`src/rtl/maze_pkg.sv`:
```
// Shared maze definitions: grid size, tile codes, sprite indices, direction encodings.
package maze_pkg;

    localparam int COLS = 40;
    localparam int ROWS = 30;
    localparam int ID_W = 3;

    typedef enum logic [1:0] {
        EMPTY = 2'd0,
        WALL  = 2'd1,
        FOOD  = 2'd2,
        POWER = 2'd3
    } tile_t;

    localparam int PACMAN = 0;
    localparam int BLINKY = 1;
    localparam int PINKY  = 2;
    localparam int INKY   = 3;
    localparam int CLYDE  = 4;

    typedef enum logic [3:0] {
        RIGHT = 4'b0001,
        UP    = 4'b0010,
        DOWN  = 4'b0100,
        LEFT  = 4'b1000
    } dir_t;

    typedef struct packed {
        logic            valid;
        logic [ID_W-1:0] id;
        logic            oob;
    } tag_t;

endpackage

```
`src/rtl/maze_lookup_arbiter_if.sv`:
```
// Request/response bus between the sprite movers and the maze lookup arbiter.
interface maze_lookup_arbiter_if
    import maze_pkg::*;
#(
    parameter int N_REQ  = 5,
    parameter int COL_W  = 6,
    parameter int ROW_W  = 5,
    parameter int DATA_W = 2
) ();

    logic [N_REQ-1:0]       req_valid;
    logic [N_REQ*COL_W-1:0] req_col;
    logic [N_REQ*ROW_W-1:0] req_row;
    logic [N_REQ-1:0]       req_ready;
    logic [N_REQ-1:0]       rsp_valid;
    logic [ID_W-1:0]        rsp_id;
    logic [DATA_W-1:0]      rsp_data;

    modport master (
        output req_valid, req_col, req_row,
        input  req_ready, rsp_valid, rsp_id, rsp_data
    );

    modport slave (
        input  req_valid, req_col, req_row,
        output req_ready, rsp_valid, rsp_id, rsp_data
    );

endinterface

```
`src/rtl/rr_arbiter.sv`:
```
// Round-robin arbiter: registered pointer plus masked priority select (lowest index at/above ptr wins).
module rr_arbiter
    import maze_pkg::*;
#(
    parameter int N_REQ = 5
) (
    input  logic             clk,
    input  logic             rst,
    input  logic [N_REQ-1:0] req,
    output logic [N_REQ-1:0] grant,
    output logic [ID_W-1:0]  grant_idx,
    output logic             grant_valid
);

    logic [ID_W-1:0]  ptr;
    logic [N_REQ-1:0] masked;

    always_comb begin
        masked      = '0;
        grant_idx   = '0;
        grant_valid = 1'b0;
        for (int i = 0; i < N_REQ; i++) begin
            masked[i] = req[i] && (ID_W'(i) >= ptr);
        end
        for (int i = N_REQ - 1; i >= 0; i--) begin
            if (req[i]) begin
                grant_idx   = ID_W'(i);
                grant_valid = 1'b1;
            end
        end
        // Any request at or above ptr overrides the wrap-around choice.
        for (int i = N_REQ - 1; i >= 0; i--) begin
            if (masked[i]) begin
                grant_idx = ID_W'(i);
            end
        end
        grant = grant_valid ? (N_REQ'(1) << grant_idx) : '0;
    end

    always_ff @(posedge clk) begin
        if (rst) begin
            ptr <= '0;
        end else if (grant_valid) begin
            ptr <= (grant_idx == ID_W'(N_REQ - 1)) ? '0 : grant_idx + 1'b1;
        end
    end

endmodule

```
`src/rtl/maze_lookup_arbiter.sv`:
```
// Shares the maze tile memory among the five sprite movers; returns tagged tile codes in grant order.
// Optional bounds check enabled by defining MAZE_ARB_OOB_CHECK_EN.
module maze_lookup_arbiter
    import maze_pkg::*;
#(
    parameter int N_REQ  = 5,
    parameter int COLS   = maze_pkg::COLS,
    parameter int ROWS   = maze_pkg::ROWS,
    parameter int COL_W  = 6,
    parameter int ROW_W  = 5,
    parameter int ADDR_W = 11,
    parameter int DATA_W = 2,
    parameter int RD_LAT = 1
) (
    input  logic                  clk,
    input  logic                  rst,
    maze_lookup_arbiter_if.slave  bus,
    output logic                  mem_en,
    output logic [ADDR_W-1:0]     mem_addr,
    input  logic [DATA_W-1:0]     mem_data
);

    logic [N_REQ-1:0]  grant;
    logic [ID_W-1:0]   grant_idx;
    logic              grant_valid;
    logic [COL_W-1:0]  sel_col;
    logic [ROW_W-1:0]  sel_row;
    logic [ADDR_W-1:0] addr_cur;
    logic              oob_cur;
    tag_t              tag_q [RD_LAT+1];

    rr_arbiter #(.N_REQ(N_REQ)) u_rr_arbiter (
        .clk         (clk),
        .rst         (rst),
        .req         (bus.req_valid),
        .grant       (grant),
        .grant_idx   (grant_idx),
        .grant_valid (grant_valid)
    );

    assign bus.req_ready = rst ? '0 : grant;

    always_comb begin
        sel_col = '0;
        sel_row = '0;
        for (int i = 0; i < N_REQ; i++) begin
            if (grant[i]) begin
                sel_col = bus.req_col[i*COL_W +: COL_W];
                sel_row = bus.req_row[i*ROW_W +: ROW_W];
            end
        end
        addr_cur = ADDR_W'(32'(sel_row) * 32'(COLS) + 32'(sel_col));
`ifdef MAZE_ARB_OOB_CHECK_EN
        oob_cur = (32'(sel_col) >= 32'(COLS)) || (32'(sel_row) >= 32'(ROWS));
`else
        oob_cur = 1'b0;
`endif
    end

    // Tag stage k lines up with the read issued k cycles earlier; stage RD_LAT meets mem_data.
    always_ff @(posedge clk) begin
        if (rst) begin
            mem_en        <= 1'b0;
            mem_addr      <= '0;
            bus.rsp_valid <= '0;
            bus.rsp_id    <= '0;
            bus.rsp_data  <= '0;
            for (int j = 0; j <= RD_LAT; j++) begin
                tag_q[j] <= '0;
            end
        end else begin
            mem_en   <= grant_valid && !oob_cur;
            mem_addr <= addr_cur;
            tag_q[0] <= '{valid: grant_valid, id: grant_idx, oob: oob_cur};
            for (int j = 1; j <= RD_LAT; j++) begin
                tag_q[j] <= tag_q[j-1];
            end
            bus.rsp_valid <= tag_q[RD_LAT].valid ? (N_REQ'(1) << tag_q[RD_LAT].id) : '0;
            bus.rsp_id    <= tag_q[RD_LAT].valid ? tag_q[RD_LAT].id : '0;
            if (tag_q[RD_LAT].valid) begin
                bus.rsp_data <= tag_q[RD_LAT].oob ? DATA_W'(WALL) : mem_data;
            end else begin
                bus.rsp_data <= '0;
            end
        end
    end

endmodule

```
`src/flat_wrapper.sv`:
```
// flat-port wrapper written by rule: the top's interface ports become plain ports
module maze_lookup_arbiter_flat import maze_pkg::*;
#(
    parameter int N_REQ  = 5,
    parameter int COLS   = maze_pkg::COLS,
    parameter int ROWS   = maze_pkg::ROWS,
    parameter int COL_W  = 6,
    parameter int ROW_W  = 5,
    parameter int ADDR_W = 11,
    parameter int DATA_W = 2,
    parameter int RD_LAT = 1
)
  (clk, rst, mem_en, mem_addr, mem_data, bus_req_valid, bus_req_col, bus_req_row, bus_req_ready, bus_rsp_valid, bus_rsp_id, bus_rsp_data);
  maze_lookup_arbiter_if #(.N_REQ(N_REQ), .COL_W(COL_W), .ROW_W(ROW_W), .DATA_W(DATA_W)) bus_i ();
  input  logic clk;
  input  logic rst;
  output logic mem_en;
  output logic [ADDR_W-1:0] mem_addr;
  input  logic [DATA_W-1:0] mem_data;
  input wire logic [$bits(bus_i.req_valid)-1:0] bus_req_valid;
  input wire logic [$bits(bus_i.req_col)-1:0] bus_req_col;
  input wire logic [$bits(bus_i.req_row)-1:0] bus_req_row;
  output wire logic [$bits(bus_i.req_ready)-1:0] bus_req_ready;
  output wire logic [$bits(bus_i.rsp_valid)-1:0] bus_rsp_valid;
  output wire logic [$bits(bus_i.rsp_id)-1:0] bus_rsp_id;
  output wire logic [$bits(bus_i.rsp_data)-1:0] bus_rsp_data;
  assign bus_i.req_valid = bus_req_valid;
  assign bus_i.req_col = bus_req_col;
  assign bus_i.req_row = bus_req_row;
  assign bus_req_ready = bus_i.req_ready;
  assign bus_rsp_valid = bus_i.rsp_valid;
  assign bus_rsp_id = bus_i.rsp_id;
  assign bus_rsp_data = bus_i.rsp_data;
  maze_lookup_arbiter #(.N_REQ(N_REQ), .COLS(COLS), .ROWS(ROWS), .COL_W(COL_W), .ROW_W(ROW_W), .ADDR_W(ADDR_W), .DATA_W(DATA_W), .RD_LAT(RD_LAT)) u_core (.clk(clk), .rst(rst), .bus(bus_i), .mem_en(mem_en), .mem_addr(mem_addr), .mem_data(mem_data));
endmodule
```
`config.mk`:
```
export PLATFORM = sky130hd
export DESIGN_NAME = maze_lookup_arbiter_flat
export DESIGN_NICKNAME = d
export VERILOG_FILES = /design/src/rtl/maze_pkg.sv /design/src/rtl/maze_lookup_arbiter_if.sv /design/src/rtl/rr_arbiter.sv /design/src/rtl/maze_lookup_arbiter.sv /design/src/flat_wrapper.sv
export SDC_FILE = /design/constraint.sdc
export NUM_CORES = 1
export LEC_CHECK = 0
export ABC_AREA = 1
export CORE_ASPECT_RATIO = 0.7
export CORE_UTILIZATION = 42
export DETAILED_ROUTE_END_ITERATION = 10
export PLACE_DENSITY_LB_ADDON = 0.15
export SLEW_MARGIN = 20
export SYNTH_ARGS = -nofsm -noshare
export SYNTH_HDL_FRONTEND = slang
export SYNTH_SLANG_ARGS = --single-unit
```
`constraint.sdc`:
```
create_clock -name clk -period 5.96 [get_ports clk]
set_input_delay 1.192 -clock clk [delete_from_list [all_inputs] [get_ports clk]]
set_output_delay 1.192 -clock clk [all_outputs]
set_load 0.05 [all_outputs]
```
# Word-level counts from Yosys, hierarchy flattened
# Memories as Yosys holds them, arrays and structs flattened.
# Index checks and enable logic that the tools add are counted.
# totals
regBits	25
ram_bits	10
input_bits	64
out_inout_bits	27
elab_cells	63
mem_count	1
# classes
n_addsub	2
mul	1
magnitude_cmp	5
n_eq_ne	1
n_shift	2
n_mux	34
n_bitwise	3
n_reduce_logical	7
# memory_table
name	depth	width	read_ports	rd_ports_with_merged_regs	wr	line	source
u_core.tag_q	2	5	2	0	2	maze_lookup_arbiter.sv:30	tag_t tag_q [RD_LAT+1];
# op_table
cell	count
$mux W5	9
$mux W3	11
$mux W6	5
$add A11 B6 Y11	1
$shl A1 B3 Y5 const A	2
$mux W1	9
$mul A5 B3 Y8 const B	1
$ge A1 B3 Y1 const A	2
$ge A2 B3 Y1 const A	2
$logic_and A1 B1 Y1	5
$add A3 B1 Y3 const B	1
$eq A3 B3 Y1 const B	1
$ge A3 B3 Y1 const A	1
$reduce_or A3 Y1	1
$or A1 B1 Y1	2
$reduce_or A2 Y1	1
$not A1 Y1	1

# Logic depth before layout (Yosys ltp)
# Gate-level depths: netlist of run 1.
# logic_depth
word_depth	19
depth_mapped	29
mapped_depth_nobuf	29

# Modules after synthesis
# From an unflattened synthesis of run 1, not the netlist that was laid out.
# unflattened
hier_cells	299
hier_area_um2	2038.2
# by_module_without_submodules
module	n_inst	cells_each	area_each_um2	seq_area_each_um2
maze_lookup_arbiter	1	231	1644.1	580.6
rr_arbiter	1	68	394.1	60.1

# Least setup slack after synthesis of run 1
# Ideal clock, no wire load.
# synth_timing
path_type	in2reg
from	input bus_req_valid[2]
to	register u_core.mem_addr[10]
setup_ns	0.065
arrival_ns	4.419
t_required_ns	5.895
slack_ns	1.476
stages	25
path_buffers	2
path_cell_list	inv_1 -> a21oi_1 -> o31ai_1 -> nand2_1 -> nand2_1 -> nand2_1 -> ha_1 -> nand2_1 -> inv_1 -> nand2_4 -> buf_8 -> inv_1 -> clkbuf_1 -> a21oi_1 -> a211oi_1 -> o21ai_0 -> ha_1 -> ha_1 -> fa_1 -> inv_1 -> nor2_1 -> nand2_1 -> nor2_1 -> nor2_1 -> nor2_1
# synth_via
elab_chain_cells	17
elab_cells_between_ends	26
classes_between	add/sub: 1; mul: 1; shift: 1; mux: 22; reduce/logical: 1
# synth_rtl
element	line	source
start: declaration	flat_wrapper.sv:20	input wire logic [$bits(bus_i.req_valid)-1:0] bus_req_valid;
$mux W3 (3 in a row)	rr_arbiter.sv:26	if (req[i]) begin
$mux W3 (5 in a row)	rr_arbiter.sv:33	if (masked[i]) begin
$shl A1 B3 Y5	rr_arbiter.sv:37	grant = grant_valid ? (N_REQ'(1) << grant_idx) : '0;
$mux W5 (*)	rr_arbiter.sv:37	
$mux W5 (5 in a row)	maze_lookup_arbiter.sv:47	if (grant[i]) begin
$mul A5 B3 Y8	maze_lookup_arbiter.sv:52	addr_cur = ADDR_W'(32'(sel_row) * 32'(COLS) + 32'(sel_col));
$add A11 B6 Y11 (*)	maze_lookup_arbiter.sv:52	
end signal: assignment	maze_lookup_arbiter.sv:73	mem_addr <= addr_cur;
end: declaration	maze_lookup_arbiter.sv:19	output logic [ADDR_W-1:0] mem_addr,
# Every way passes the cells marked *; elsewhere a longest branch is shown, timed or not.
# A chain may end at the register's enable or synchronous reset.

# Worst setup path after layout of run 1
# layout_timing
from	input bus_req_valid[3]
to	register u_core.mem_addr[10]
# layout_via
elab_chain_cells	18
elab_cells_between_ends	28
classes_between	add/sub: 1; mul: 1; shift: 1; mux: 24; reduce/logical: 1
# layout_rtl
element	line	source
$mux W3 (4 in a row)	rr_arbiter.sv:26	
$mux W3	rr_arbiter.sv:33	
$mux W3 (*) (4 in a row)	rr_arbiter.sv:33	
net u_core.grant_idx[0]	maze_lookup_arbiter.sv:24	logic [ID_W-1:0] grant_idx;
$shl A1 B3 Y5 (*)	rr_arbiter.sv:37	
$mux W5 (*)	rr_arbiter.sv:37	
$mux W5 (5 in a row)	maze_lookup_arbiter.sv:47	
$mul A5 B3 Y8	maze_lookup_arbiter.sv:52	
$add A11 B6 Y11 (*)	maze_lookup_arbiter.sv:52	
# The timed path passes the listed nets; every way through them passes the cells marked *.

==> results of run 1 <==
==> how the worst min path moves through the flow <==
| stage | cells past startpoint | slack, ns | start | end |
|---|---|---|---|---|
| 2_1_floorplan | 2 | 0.39 | u_core.tag_q[0][1]$_SDFF_PP0_ | u_core.tag_q[0][6]$_SDFF_PP0_ |
| 3_3_place_gp | 2 | 0.39 | u_core.tag_q[0][2]$_SDFF_PP0_ | u_core.tag_q[0][7]$_SDFF_PP0_ |
| 3_5_place_dp | 2 | 0.40 | u_core.tag_q[0][3]$_SDFF_PP0_ | u_core.tag_q[0][8]$_SDFF_PP0_ |
| 4_1_cts | 2 | 0.41 | u_core.tag_q[0][3]$_SDFF_PP0_ | u_core.tag_q[0][8]$_SDFF_PP0_ |
| 5_1_grt | 2 | 0.44 | u_core.tag_q[0][3]$_SDFF_PP0_ | u_core.tag_q[0][8]$_SDFF_PP0_ |
| 6_report | 2 | 0.41 | u_core.tag_q[0][3]$_SDFF_PP0_ | u_core.tag_q[0][8]$_SDFF_PP0_ |
==> area by class of cell <==
type,count,area [um2],area share [%]
Clock buffer,6,72.6,2.32
Clock inverter,2,35.0,1.12
Inverter,40,154,4.92
Multi-Input combinational cell,207,1230,39.5
Sequential cell,32,641,20.5
Tap cell,66,82.6,2.64
Timing Repair Buffer,91,908,29.1
==> cells by family after synthesis <==
kind of cell             after synthesis  synth area share [%]
AO/OA/AOI/OAI                         54                  15.1
flip-flops                            32                  31.0
buffers and inverters                 48                  9.43
AND/OR/NAND/NOR                      138                  34.8
adder cells (fa/ha/maj)               15                  9.79
==> power by group through the flow <==
stage / registers, mW / clock network [mW] / logic, mW
4_1_cts: 0.284 / 0.201 / 1.14
5_1_grt: 0.287 / 0.210 / 1.28
2_1_floorplan: 0.399 / 0 / 0.740
3_5_place_dp: 0.288 / 0 / 1.12
6_report: 0.284 / 0.197 / 1.14
3_3_place_gp: 0.288 / 0 / 1.11
==> critical path, cell delays in order <==
cell,delay (ns)
clkdlybuf4s50_1,0.53
a21oi_1,0.09
o31ai_1,0.22
nand2_1,0.07
nand2_1,0.06
nand2_1,0.12
inv_1,0.13
ha_1,0.15
nand2_1,0.05
inv_1,0.08
nand2_2,0.16
inv_2,0.18
nand2_1,0.07
a21oi_1,0.15
a211oi_1,0.06
o21ai_0,0.42
ha_1,0.33
ha_1,0.23
fa_1,0.53
inv_1,0.07
nor2_1,0.17
nand2_1,0.08
nor2_1,0.09
nor2_1,0.04
nor2_1,0.09
==> stage by stage <==
stage	total power [mW]	setup slack (ns)	cell area [um2]	utilization, %	hold slack (ns)
after floorplan	1.14	1.48	2070	-	0.388
after global placement	1.39	0.709	3020	66.7	0.391
after detailed placement	1.41	0.566	3020	66.7	0.400
after CTS	1.62	0.813	3130	69.0	0.409
after global routing	1.78	0.385	3130	69.0	0.436
final	1.62	0.775	3130	69.0	0.407
==> sequential cells by signal, summed over array words and instances, names as in the netlist <==
name,count
u_core.bus.rsp_valid,5
u_core.u_rr_arbiter.ptr,3
u_core.bus.rsp_data,2
u_core.mem_addr,11
u_core.bus.rsp_id,3
u_core.tag_q,8
==> routing by layer <==
layer | up-vias | share of wire (%) | GRT usage [%]
met3 | 10 | 7.5 | 5.17
li1 | 1116 | - | -
met1 | 891 | 50 | 29.1
met5 | - | 0 | 0
met2 | 88 | 41 | 31.1
met4 | 0 | 1.7 | 8.81
==> cells in the final DEF, fill, tap and decap left out, types with 2 or more instances in the layout <==
cell,n
nor2_8,2
fa_1,2
nor2_2,2
o21ai_1,2
a21oi_1,17
nand3_1,20
o211ai_1,3
nor4_1,2
clkinv_2,2
inv_2,5
clkdlybuf4s50_1,90
o21ai_0,20
a211oi_1,6
dfxtp_1,32
nand2_4,6
ha_1,13
clkbuf_8,5
a31oi_1,4
nor2_1,30
nand2_1,53
nor3_1,5
nand3b_1,2
nand3_2,2
nand2_2,11
inv_1,32
==> results.sh, run 1 <==
export IMPL_cp_startpoint="bus_req_valid[3]"
export IMPL_seq_power_share_pct=17.5
export IMPL_slew_headroom_pct=55.1
export IMPL_p_per_area_mw_per_mm2=518
export IMPL_grt_pass1_vias=1847
export IMPL_async_flop_share_pct=0
export IMPL_core_area_mm2=0.00453
export IMPL_grt_pass1_wl_um=8310
export IMPL_initial_core_util_pct=45.7
export IMPL_fillCellCount=388
export IMPL_status="complete, no violations"
export IMPL_r2r_cells=26
export IMPL_cts_buffers=5
export IMPL_dp_hpwl_um=4220
export IMPL_combPwrFrac_pct=70.3
export IMPL_path_class="in -> reg"
export IMPL_die_area_mm2=0.00522
export IMPL_std_cell_rows=20
export IMPL_ys_top_cells_by_area="dfxtp_1 (31%), nand2_1 (9.6%), ha_1 (7.9%)"
export IMPL_wl_um=5140
export IMPL_syn2layout_area_growth_pct=51.1
export IMPL_post_route_min_period_ns=5.18
export IMPL_critPathCaptureType="flop"
export IMPL_synth_cells=287
export IMPL_r2r_end="u_core.mem_addr[10]$_SDFF_PP0_"
export IMPL_r2r_slack_ns=1.62
export IMPL_ant_nets=0
export IMPL_yosysTopAreaCellShare_pct=31.0
export IMPL_vias=2105
export IMPL_cts_hold_buf=0
export IMPL_gr_total_overflow=0
export IMPL_synth_top_area_cell="dfxtp_1"
export IMPL_leakagePower_nw=1.39
export IMPL_finalCritPeriodShare_pct=87.0
export IMPL_stdcell_count=444
export IMPL_final_nets=456
export IMPL_netlist_top_cells_count="nand2_1 (53), dfxtp_1 (32), inv_1 (32), nor2_1 (30)"
export IMPL_synth_area_mm2=0.00207
export IMPL_p_int_uw=805
export IMPL_antenna_cells=0
export IMPL_io_buffers=90
export IMPL_cp_data_arrival_time_ns=5.38
export IMPL_hold_viol_final=0
export IMPL_yosys_most_used_dff="dfxtp_1"
export IMPL_grt_max_degree=20
export IMPL_syn_area_per_cell_um2=7.21
export IMPL_grt_util_all_layers_pct=20.8
export IMPL_clock_fmax_mhz=193
export IMPL_vias_per_cell=4.74
export IMPL_synth_warnings=0
export IMPL_cts_sinks=32
export IMPL_cts_root_buf="clkbuf_8"
export IMPL_drtIter0Drc=94
export IMPL_hold_class="reg -> reg"
export IMPL_worst_slew_pin_slew_ns=0.671
export IMPL_skew_ns=0.00729
export IMPL_synth_edf_count=0
export IMPL_worstPathRequired_ns=6.16
export IMPL_worstSkewPairLatency_ns=0.28
export IMPL_irDropWorstVdd_v=0.000200
export IMPL_cts_resized=0
export IMPL_yosys_register_bits=32
export IMPL_synth_distinct_cells=33
export IMPL_layout_drive_gt1_share_pct=11.1
export IMPL_firstDrtPassIters=4
export IMPL_dp_cells=436
export IMPL_cts_path_max_buffers=2
export IMPL_wl_per_cell_um=11.6
export IMPL_antenna_found_initial=0
export IMPL_io_pins=91
export IMPL_crit_end="u_core.mem_addr[10]$_SDFF_PP0_"
export IMPL_seq_area_frac_synth_pct=31.0
export IMPL_p_sw_uw=815
export IMPL_worst_path_max_fanout=13
export IMPL_yosysMostFrequentCell="nand2_1"
export IMPL_path_clk_slew_ns=0.07
export IMPL_synth_nets=366
export IMPL_cts_max_level=2
export IMPL_fp_dieH_um=60.7
export IMPL_finalMaxSlewViolations=0
export IMPL_p_clk_share_pct=12.2
export IMPL_die_width_um=85.9
export IMPL_max_cap_violations=0
export IMPL_r2r_start="u_core.u_rr_arbiter.ptr[2]$_SDFFE_PP0N_"
export IMPL_cts_tree="built"
export IMPL_swShare_pct=50.3
export IMPL_drc_errors=0
export IMPL_start_kind="input pin"
export IMPL_postCtsSetupBuffers=0
export IMPL_gp_congestion=0.836
export IMPL_finalSetupViolCount=0
export IMPL_rsz0062_at_grt="false"
export IMPL_fin_setup_tns_ns=0
Power figures use the tool's default switching activity.
==> run 2: changes to the inputs <==
--- a/config.mk
+++ b/config.mk
@@ -6,11 +6,11 @@
 export NUM_CORES = 1
 export LEC_CHECK = 0
 export ABC_AREA = 1
+export ABC_CLOCK_PERIOD_IN_PS = 5960
 export CORE_ASPECT_RATIO = 0.7
 export CORE_UTILIZATION = 42
 export DETAILED_ROUTE_END_ITERATION = 10
 export PLACE_DENSITY_LB_ADDON = 0.15
-export SLEW_MARGIN = 20
 export SYNTH_ARGS = -nofsm -noshare
 export SYNTH_HDL_FRONTEND = slang
 export SYNTH_SLANG_ARGS = --single-unit
==> results of run 2 <==
No change in the layout: final DEF, timing and power equal those of run 1.
==> run 3: changes to the inputs <==
--- a/config.mk
+++ b/config.mk
@@ -11,6 +11,7 @@
 export CORE_UTILIZATION = 42
 export DETAILED_ROUTE_END_ITERATION = 10
 export PLACE_DENSITY_LB_ADDON = 0.15
+export SETUP_SLACK_MARGIN = 0.15
 export SYNTH_ARGS = -nofsm -noshare
 export SYNTH_HDL_FRONTEND = slang
 export SYNTH_SLANG_ARGS = --single-unit
==> results of run 3 <==
No change in the layout: final DEF, timing and power equal those of run 1.
